==> src/rtl/pipe_pkg.sv <==
// Shared types and constants for the decode/execute pipeline register.
// Control-bundle bit positions and the default packed payload layout.
package pipe_pkg;

    localparam int CTRL_WIDTH_DEFAULT = 9;

    localparam int CTRL_REG_WRITE     = 8;
    localparam int CTRL_RESULT_SRC_HI = 7;
    localparam int CTRL_RESULT_SRC_LO = 6;
    localparam int CTRL_MEM_WRITE     = 5;
    localparam int CTRL_JUMP          = 4;
    localparam int CTRL_BRANCH        = 3;
    localparam int CTRL_ALU_CTRL_HI   = 2;
    localparam int CTRL_ALU_CTRL_LO   = 1;
    localparam int CTRL_ALU_SRC       = 0;

    typedef struct packed {
        logic [31:0] rd1;
        logic [31:0] rd2;
        logic [31:0] pc;
        logic [4:0]  rd;
        logic [31:0] imm_ext;
        logic [31:0] pc_plus4;
        logic [CTRL_WIDTH_DEFAULT-1:0] ctrl;
    } de_payload_t;

endpackage

==> src/rtl/pipe_entry.sv <==
// One pipeline slot: a valid bit plus a payload register.
// Reset and flush both empty the slot and zero the payload.
module pipe_entry #(
    parameter int W = 1
) (
    input  logic         clk_i,
    input  logic         rst_i,
    input  logic         clr_i,
    input  logic         load_i,
    input  logic         valid_i,
    input  logic [W-1:0] data_i,
    output logic         valid_o,
    output logic [W-1:0] data_o
);

    always_ff @(posedge clk_i) begin
        if (rst_i || clr_i) begin
            valid_o <= 1'b0;
            data_o  <= '0;
        end else if (load_i) begin
            valid_o <= valid_i;
            if (valid_i) begin
                data_o <= data_i;
            end
        end
    end

endmodule

==> src/rtl/de_pipe_reg.sv <==
// Decode-to-execute register with valid/ready, stall, flush and
// an optional skid entry that registers the ready path to decode.
module de_pipe_reg
    import pipe_pkg::*;
#(
    parameter int DATA_WIDTH    = 32,
    parameter int ADDRESS_WIDTH = 32,
    parameter int CTRL_WIDTH    = CTRL_WIDTH_DEFAULT,
    parameter bit SKID_EN       = 1'b1
) (
    input  logic                     clk_i,
    input  logic                     rst_i,
    input  logic                     clr_i,
    input  logic                     validD_i,
    output logic                     readyD_o,
    input  logic [DATA_WIDTH-1:0]    rd1D_i,
    input  logic [DATA_WIDTH-1:0]    rd2D_i,
    input  logic [DATA_WIDTH-1:0]    imm_extD_i,
    input  logic [ADDRESS_WIDTH-1:0] pcD_i,
    input  logic [ADDRESS_WIDTH-1:0] pc_plus4D_i,
    input  logic [4:0]               rdD_i,
    input  logic [CTRL_WIDTH-1:0]    ctrlD_i,
    output logic                     validE_o,
    input  logic                     readyE_i,
    output logic [DATA_WIDTH-1:0]    rd1E_o,
    output logic [DATA_WIDTH-1:0]    rd2E_o,
    output logic [DATA_WIDTH-1:0]    imm_extE_o,
    output logic [ADDRESS_WIDTH-1:0] pcE_o,
    output logic [ADDRESS_WIDTH-1:0] pc_plus4E_o,
    output logic [4:0]               rdE_o,
    output logic [CTRL_WIDTH-1:0]    ctrlE_o,
    output logic [1:0]               countE_o
);

    localparam int W = 3 * DATA_WIDTH + 2 * ADDRESS_WIDTH + 5 + CTRL_WIDTH;

    logic [W-1:0] in_data;
    logic [W-1:0] main_data;
    logic [W-1:0] main_din;
    logic [W-1:0] skid_data;
    logic [CTRL_WIDTH-1:0] ctrl_q;

    logic main_valid;
    logic skid_valid;
    logic in_fire;
    logic out_fire;
    logic main_load;
    logic main_vin;

    assign in_data = {rd1D_i, rd2D_i, pcD_i, rdD_i,
                      imm_extD_i, pc_plus4D_i, ctrlD_i};

    assign in_fire   = validD_i & readyD_o;
    assign out_fire  = main_valid & readyE_i;
    assign main_load = ~main_valid | out_fire;

    // Skid contents always drain ahead of newer input.
    assign main_vin = skid_valid | in_fire;
    assign main_din = skid_valid ? skid_data : in_data;

    pipe_entry #(.W(W)) u_main (
        .clk_i   (clk_i),
        .rst_i   (rst_i),
        .clr_i   (clr_i),
        .load_i  (main_load),
        .valid_i (main_vin),
        .data_i  (main_din),
        .valid_o (main_valid),
        .data_o  (main_data)
    );

    generate
        if (SKID_EN) begin : g_skid
            logic skid_load;

            assign skid_load = (main_load & skid_valid)
                             | (in_fire & main_valid & ~out_fire);

            pipe_entry #(.W(W)) u_skid (
                .clk_i   (clk_i),
                .rst_i   (rst_i),
                .clr_i   (clr_i),
                .load_i  (skid_load),
                .valid_i (in_fire),
                .data_i  (in_data),
                .valid_o (skid_valid),
                .data_o  (skid_data)
            );

            assign readyD_o = ~skid_valid;
        end else begin : g_noskid
            assign skid_valid = 1'b0;
            assign skid_data  = '0;
            assign readyD_o   = ~main_valid | readyE_i;
        end
    endgenerate

    assign {rd1E_o, rd2E_o, pcE_o, rdE_o,
            imm_extE_o, pc_plus4E_o, ctrl_q} = main_data;

    // A bubble must never carry live control.
    assign ctrlE_o  = main_valid ? ctrl_q : '0;
    assign validE_o = main_valid;
    assign countE_o = {1'b0, main_valid} + {1'b0, skid_valid};

endmodule

==> config.mk <==
export PLATFORM = sky130hd
export DESIGN_NAME = de_pipe_reg
export DESIGN_NICKNAME = d
export VERILOG_FILES = /design/src/rtl/pipe_pkg.sv /design/src/rtl/pipe_entry.sv /design/src/rtl/de_pipe_reg.sv
export SDC_FILE = /design/constraint.sdc
export NUM_CORES = 1
export LEC_CHECK = 0
export ABC_AREA = 1
export CORE_MARGIN = 2
export CORE_UTILIZATION = 47
export DETAILED_ROUTE_END_ITERATION = 10
export PLACE_DENSITY_LB_ADDON = 0.15
export SLEW_MARGIN = 20
export SYNTH_ARGS = -nofsm -noshare
export SYNTH_HDL_FRONTEND = slang
export SYNTH_SLANG_ARGS = --single-unit
==> constraint.sdc <==
create_clock -name clk_i -period 1.2 [get_ports clk_i]
set_input_delay 0.12 -clock clk_i [delete_from_list [all_inputs] [get_ports clk_i]]
set_output_delay 0.12 -clock clk_i [all_outputs]
set_load 0.01 [all_outputs]
==> results.ini, run 1 <==
[hold_path]
holdCritStartpoint=imm_extD_i[30]
whs_path_depth=5
holdPathEnd=g_skid.u_skid.data_o[71]$_SDFFE_PP0P_
min_path_type=primary input to flop

[logic_synthesis]
syn_area_per_cell_um2=6.278
post_synth_instance_area_mm2=0.01765
postSynthRegisterBits=350
synth_warnings=0
post_synth_inst_count=2811
synth_cell_types=17
synth_nets=2991
synth.yosys.seq_area_share_pct=39.71

[place]
gpl.final_weighted_congestion=0.8194
port_buffers=356
place.detailed.hpwl_um=31220

[flow_run]
maxCapViolations=0

[floorplanning]
die_h_um=197.8
num_io_pins=357
die_width_um=197.8
dieArea_mm2=0.03911
fp-row-count=70
floorplan.core_area_mm2=0.03679
initial_core_util_pct=47.97

[clock_tree]
cts_bufs_inserted=40
cts_max_path_buffers=3
clk_latency_ns=0.54
number_of_clock_sinks_seen_by_cts=350
cts_tree=yes
clk_pin_slew_worst_paths_ns=0.06
cts_max_level=2
cts-hold-fix-buffers=0
clock_tree.root_cell=sky130_fd_sc_hd__clkbuf_16

[power]
p_total_mw=27.98
cellInternalPower_mw=20.70
share_clk_of_total_power_pct=40.0
p_comb_share_pct=16.5
largest_vdd_supply_drop_uv=1116
netSwitchingFraction_pct=26.03
seq_power_share_pct=43.5
power_density_mw_per_mm2=1163
netSwitchingPower_mw=7.284
power.static_leakage_nw=10.74

[setup_path]
critical_path_required_ns=1.63
cpPeakStageDelay_ns=0.40
worstSetupEndpointType=flop
critical_path.reg2reg.endpoint=g_skid.u_skid.data_o[80]$_SDFFE_PP0P_
critical_path_fanouts_max=23
crit_top_cell=sky130_fd_sc_hd__buf_12
r2r.worst_path.cells=7
crit_arrival_ns=1.95
timing.critical_path.cells=buf_6, nor2_4, buf_12, buf_12, nand3_1, nand2_1, nor2_1
r2r-start=g_skid.u_skid.valid_o$_SDFFE_PP0P_
crit_slowest_cell=sky130_fd_sc_hd__dfxtp_4
setup.worst_path.start_class=flop
critPathKind=flop to flop
reg2reg_setup_slack_ns=-0.32

[finish]
finalNetCount=3237
multiInputGateArea_mm2=0.007933
layout_area_overhead_pct=36.41
final-seq-area_mm2=0.007091
final_layout_size_suffix_gt1_share_pct=22.32
nFillCells=3179

[route]
avgRoutedWirePerCell_um=15.19
drt-pass1-iter-count=6
drt_iter0_drc=994
detail_route.vias_per_cell=4.881
wl_um=53820
post-route-drc-count=0
final_antenna_net_count=0
vias=17300

[grt]
grt_pass1_wl_um=74380
gr-usage-met2_pct=38.80
grt_start_max_net_pins=65
grtUsageMet3_pct=4.394
global_route.usage.total_pct=23.06
grt_antenna_before_repair=5
vias_in_the_first_global_route=15420
top_usage_layer=met2
gr-total-overflow=0
grtUsageMet1_pct=29.52

[sta]
rsz0062_at_grt=true
final-max-slew-violation-count=0
timing.final.setup_violations=362
fin_worst_skew_ns=0.01803
finalHoldViolCount=0
worst_pin_slew_ns=0.3999
post_route_fraction_of_the_period_consumed_by_the_critical_path_pct=126.6
post-route-worst-setup-slack_ns=-0.3189
hold-worst-slack_ns=0.2468
relSlewSlack_pct=73.34
max_clock_freq_mhz=658.4
timing.final.crit_period_ns=1.519

[status]
outcome=complete, but fails checks
violations=setup timing

[how the worst max path moves through the flow]
stage / slack (ns) / depth (start not counted) / startpoint / endpoint
2_1_floorplan: -0.07 / 9 / g_skid.u_skid.valid_o$_SDFFE_PP0P_ / u_main.data_o[10]$_SDFFE_PP0P_
3_3_place_gp: -0.42 / 8 / validD_i / u_main.data_o[172]$_SDFFE_PP0P_
3_5_place_dp: -0.43 / 8 / validD_i / u_main.data_o[10]$_SDFFE_PP0P_
4_1_cts: -0.24 / 3 / u_main.valid_o$_SDFFE_PP0N_ / ctrlE_o[3]
5_1_grt: -0.37 / 7 / g_skid.u_skid.valid_o$_SDFFE_PP0P_ / g_skid.u_skid.data_o[80]$_SDFFE_PP0P_
6_report: -0.32 / 7 / g_skid.u_skid.valid_o$_SDFFE_PP0P_ / g_skid.u_skid.data_o[80]$_SDFFE_PP0P_
[cell usage after synthesis, drive strengths merged]
master | instances | area (um^2)
nor2 | 701 | 2641
o21ai | 174 | 870.8
dfxtp | 350 | 7007
clkbuf | 34 | 127.6
nand2 | 712 | 2688
ha | 1 | 12.51
buf | 304 | 2072
inv | 361 | 1358
nand3 | 174 | 870.8
[power by group through the flow]
stage / Combinational (mW) / Clock, mW / Sequential [mW]
after detailed placement: 3.76 / 0 / 12.4
after CTS: 3.59 / 11.3 / 12.2
after global placement: 3.73 / 0 / 12.4
final: 4.62 / 11.2 / 12.2
after global routing: 5.02 / 11.9 / 12.2
after floorplan: 2.35 / 0 / 12.3
[final cells by class]
cell class	count	area share, %
Tap cell	468	2.433
Antenna cell	2	0.02079
Timing Repair Buffer	541	24.72
Clock inverter	2	0.04158
Multi-Input combinational cell	1763	32.95
Sequential cell	350	29.46
Inverter	361	5.660
Clock buffer	57	4.720
[cell usage in the layout (no fill, tap or decap), drive strengths merged]
master         netlist  routed
buf                304     315
clkbuf              34     103
clkdlybuf4s15        0       1
clkdlybuf4s50        0     178
clkinv               0       2
dfxtp              350     350
diode                0       2
dlygate4sd2          0       1
ha                   1       1
inv                361     361
nand2              712     713
nand3              174     174
nor2               701     701
o21ai              174     174
[per-layer routing]
layer  up-vias  wire (um)
li1       8670          -
met1      7900      22750
met2       612      25460
met3       111       3970
met4         6       1596
met5         -         41
[cells by family after synthesis]
family / after synthesis / synth area share (%)
buffers and inverters: 699 / 20.16
AND/OR/NAND/NOR: 1587 / 35.13
adder cells (fa/ha/maj): 1 / 0.07089
flip-flops: 350 / 39.71
AO/OA/AOI/OAI: 174 / 4.935
[flip-flops by register name (all words and copies together) (netlist names)]
signal,flops
u_main.valid_o,1
g_skid.u_skid.valid_o,1
g_skid.u_skid.data_o,174
u_main.data_o,174
[worst max-delay path, delay by kind of cell (launching register included)]
kind,cells,cell delay [ns]
buffers and inverters,3,0.53
AND/OR/NAND/NOR,4,0.47
flip-flops,1,0.40
[metrics by stage]
stage	setup slack, ns	util (%)	setup TNS, ns	instances	instance area [um^2]
6_report	-0.3189	65.44	-72.11	3544	24070
5_1_grt	-0.3717	65.44	-96.44	3544	24070
4_1_cts	-0.2439	58.94	-67.97	3474	21680
3_5_place_dp	-0.4303	57.38	-137.95	3408	21110
3_3_place_gp	-0.4174	57.38	-130.42	3408	21110
2_1_floorplan	-0.06728	-	-17.92	2811	17860
[timing repair]
| action | 4_1_cts | 5_1_grt |
|---|---|---|
| cloned | 1 | 58 |
| pin swaps | 1 | 63 |
| gates resized for setup | 804 | 304 |
| buffers inserted | 6 | 10 |
| setup endpoints to repair | 526 | 363 |
No activity file was read; power rests on OpenSTA's default activity.
==> run 2, diff against run 1 <==
--- a/config.mk
+++ b/config.mk
@@ -7,5 +7,5 @@
 export LEC_CHECK = 0
 export ABC_AREA = 1
-export CORE_MARGIN = 2
+export CORE_MARGIN = 4
 export CORE_UTILIZATION = 47
 export DETAILED_ROUTE_END_ITERATION = 10
==> constraint.sdc (replaced) <==
create_clock -name clk_i -period 1.2 [get_ports clk_i]
set_input_delay 0.36 -clock clk_i [delete_from_list [all_inputs] [get_ports clk_i]]
set_output_delay 0.36 -clock clk_i [all_outputs]
set_load 0.01 [all_outputs]
==> results.ini, run 2 (synthesis gave the netlist of run 1 again) <==
[status]
outcome=complete, but fails checks
violations=setup timing

[floorplanning]
fp-row-count=70  ; unchanged
initial_core_util_pct=47.97  ; unchanged
die_h_um=201.8  ; +2.0%
num_io_pins=357  ; unchanged
floorplan.core_area_mm2=0.03679  ; unchanged
dieArea_mm2=0.04071  ; +4.1%
die_width_um=201.8  ; +2.0%

[finish]
final-seq-area_mm2=0.007227  ; +1.9%
final_layout_size_suffix_gt1_share_pct=24.41  ; +2.1 points
final_common_cell=sky130_fd_sc_hd__nand2_1
final_cell_mix=660 x sky130_fd_sc_hd__nand2_1, 635 x sky130_fd_sc_hd__nor2_1, 350 x sky130_fd_sc_hd__inv_1
non_filler_cell_area_final_mm2=0.02501  ; +3.9%
finalNetCount=3253  ; +0.49%
biggestRegsByFlops=g_skid.u_skid.data_o (174), u_main.data_o (174)
layout.cells.non_filler=3561  ; +0.48%
finish.utilization_pct=67.99  ; +2.6 points
nFillCells=3056  ; -3.9%
layout_area_overhead_pct=41.73
multiInputGateArea_mm2=0.007792  ; -1.8%

[setup_path]
setup.worst_path.start_class=flop
reg2reg_setup_slack_ns=-0.42  ; -0.10 ns
crit_top_cell=sky130_fd_sc_hd__buf_6
critical-path-top-delay-family=buffers and inverters
r2r.worst_path.cells=10  ; +3
crit_slowest_cell=sky130_fd_sc_hd__dfxtp_4
critical_path_required_ns=1.62  ; about the same
worstSetupEndpointType=flop
critPathKind=flop to flop
timing.critical_path.cells=buf_8, buf_6, inv_2, nor2_4, buf_6, buf_12, clkbuf_16, nand3_1, nand2_1, nor2_1
cpPeakStageDelay_ns=0.39  ; about the same
critical_path_fanouts_max=9  ; -61%
worst-path-buf-inv=6  ; +3
crit_arrival_ns=2.04  ; +0.09 ns
number_of_cells_on_the_critical_path=10  ; +3

[clock_tree]
number_of_clock_sinks_seen_by_cts=350  ; unchanged
clk_latency_ns=0.53  ; about the same
clock_tree.root_cell=sky130_fd_sc_hd__clkbuf_16
cts_max_path_buffers=3  ; unchanged
cts_tree=yes
cts-hold-fix-buffers=0  ; unchanged
cts_max_level=2  ; unchanged
clk_pin_slew_worst_paths_ns=0.06  ; about the same
cts_bufs_inserted=40  ; unchanged

[place]
port_buffers=356  ; unchanged
post-place-cells=3422  ; +0.41%
gpl.final_weighted_congestion=0.8035  ; -1.9%
dpl_worst_slack_ns=-0.6423  ; -0.2120 ns
place.detailed.hpwl_um=31750  ; +1.7%
placedInstanceArea_mm2=0.02113  ; about the same

[sta]
max_clock_freq_mhz=617.4  ; -6.2%
post_route_fraction_of_the_period_consumed_by_the_critical_path_pct=135.0  ; +8.4 points
relSlewSlack_pct=70.30  ; -3.0 points
worst_pin_slew_ns=0.4408  ; +0.04083 ns
post-route-worst-setup-slack_ns=-0.4197  ; -0.1009 ns
timing.final.setup_violations=527  ; +46%
timing.final.crit_period_ns=1.620  ; +0.1009 ns
rsz0062_at_grt=true
fin_worst_skew_ns=0.01090  ; -0.007124 ns
timing.setup.tns_ns=-133.71  ; -61.60 ns
final-max-slew-violation-count=0  ; unchanged
finalHoldViolCount=0  ; unchanged

[power]
largest_vdd_supply_drop_uv=905.2  ; -19%
power.static_leakage_nw=10.92  ; +1.7%
power_density_mw_per_mm2=1131  ; -2.7%

[route]
post-route-drc-count=0  ; unchanged
vias=17390  ; +0.51%
avgRoutedWirePerCell_um=15.35  ; +1.1%
detail_route.vias_per_cell=4.883  ; about the same
wl_um=54660  ; +1.5%
drt_iter0_drc=1048  ; +5.4%
final_antenna_net_count=0  ; unchanged
drt-pass1-iter-count=7  ; +1

[grt]
vias_in_the_first_global_route=15550  ; +0.84%
grt_antenna_before_repair=7  ; +2
grt_pass1_wl_um=77690  ; +4.5%
grt_start_max_net_pins=102  ; +57%
global_route.usage.total_pct=22.55  ; -0.51 points
gr-total-overflow=0  ; unchanged

[hold_path]
min_path_type=flop to flop
whs_path_depth=2  ; -3

[flow_run]
maxCapViolations=0  ; unchanged

-- run 2: cell count changes in the layout (fill, tap and decap cells not counted), moves of 32 or more --
cell                      previous run  this run
sky130_fd_sc_hd__buf_2             165         0
sky130_fd_sc_hd__nand2_1           620       660
sky130_fd_sc_hd__buf_6              37       200
sky130_fd_sc_hd__dfxtp_2            61       164
sky130_fd_sc_hd__dfxtp_1           287       182
sky130_fd_sc_hd__buf_4              45        77
-- run 2: worst paths after layout --
| kind | start | endpoint |
|---|---|---|
| max | u_main.valid_o$_SDFFE_PP0N_ | g_skid.u_skid.data_o[116]$_SDFFE_PP0P_ |
| min | g_skid.u_skid.data_o[152]$_SDFFE_PP0P_ | g_skid.u_skid.data_o[152]$_SDFFE_PP0P_ |
| max reg2reg | u_main.valid_o$_SDFFE_PP0N_ | g_skid.u_skid.data_o[116]$_SDFFE_PP0P_ |
| min reg2reg | g_skid.u_skid.data_o[152]$_SDFFE_PP0P_ | g_skid.u_skid.data_o[152]$_SDFFE_PP0P_ |
-- run 2: worst min-delay path, delay by kind of cell, from the launching register on --
| family | cells | cell delay, ns |
|---|---|---|
| and+or+nand+nor | 2 | 0.12 |
| DFF | 1 | 0.32 |
-- run 2: area by class of cell --
cell class	instances	share of cell area (%)
Clock buffer	56	4.487
Tap cell	468	2.341
Inverter	361	5.438
Sequential cell	350	28.89
Clock inverter	2	0.1401
Multi-Input combinational cell	1764	31.16
Antenna cell	4	0.04002
Timing Repair Buffer	556	27.50
-- run 2: through the flow --
| step | hold slack, ns | power (mW) |
|---|---|---|
| final | 0.4781 | 28.30 |
| after global routing | 0.4991 | 29.50 |
| after CTS | 0.4647 | 27.75 |
| after detailed placement | 0.4716 | 16.19 |
| after global placement | 0.4611 | 16.15 |
| after floorplan | 0.4544 | 14.69 |
-- run 2: report_power, final --
| group | total [mW] | internal, mW | switching, mW |
|---|---|---|---|
| Sequential | 12.3 | 12.0 | 0.264 |
| Clock | 11.3 | 6.63 | 4.63 |
| Combinational | 4.76 | 2.45 | 2.31 |
| Total | 28.3 | 21.1 | 7.21 |
-- run 2: per-layer routing --
| metal | global-route usage (%) | routed length [um] | vias to the layer above |
|---|---|---|---|
| met4 | 7.715 | 1999 | 6 |
| met3 | 5.262 | 4172 | 147 |
| met5 | 0 | 46 | - |
| met1 | 28.86 | 22820 | 7934 |
| li1 | - | - | 8696 |
| met2 | 37.61 | 25610 | 604 |
-- run 2: repair_timing --
| action | CTS | global route |
|---|---|---|
| hold endpoints to repair | 0 | 0 |
| setup endpoints to repair | 527 | 527 |
| setup buffers | 13 | 12 |
| pin swaps | 5 | 42 |
| gates cloned | 8 | 45 |
| resized for setup | 1107 | 232 |
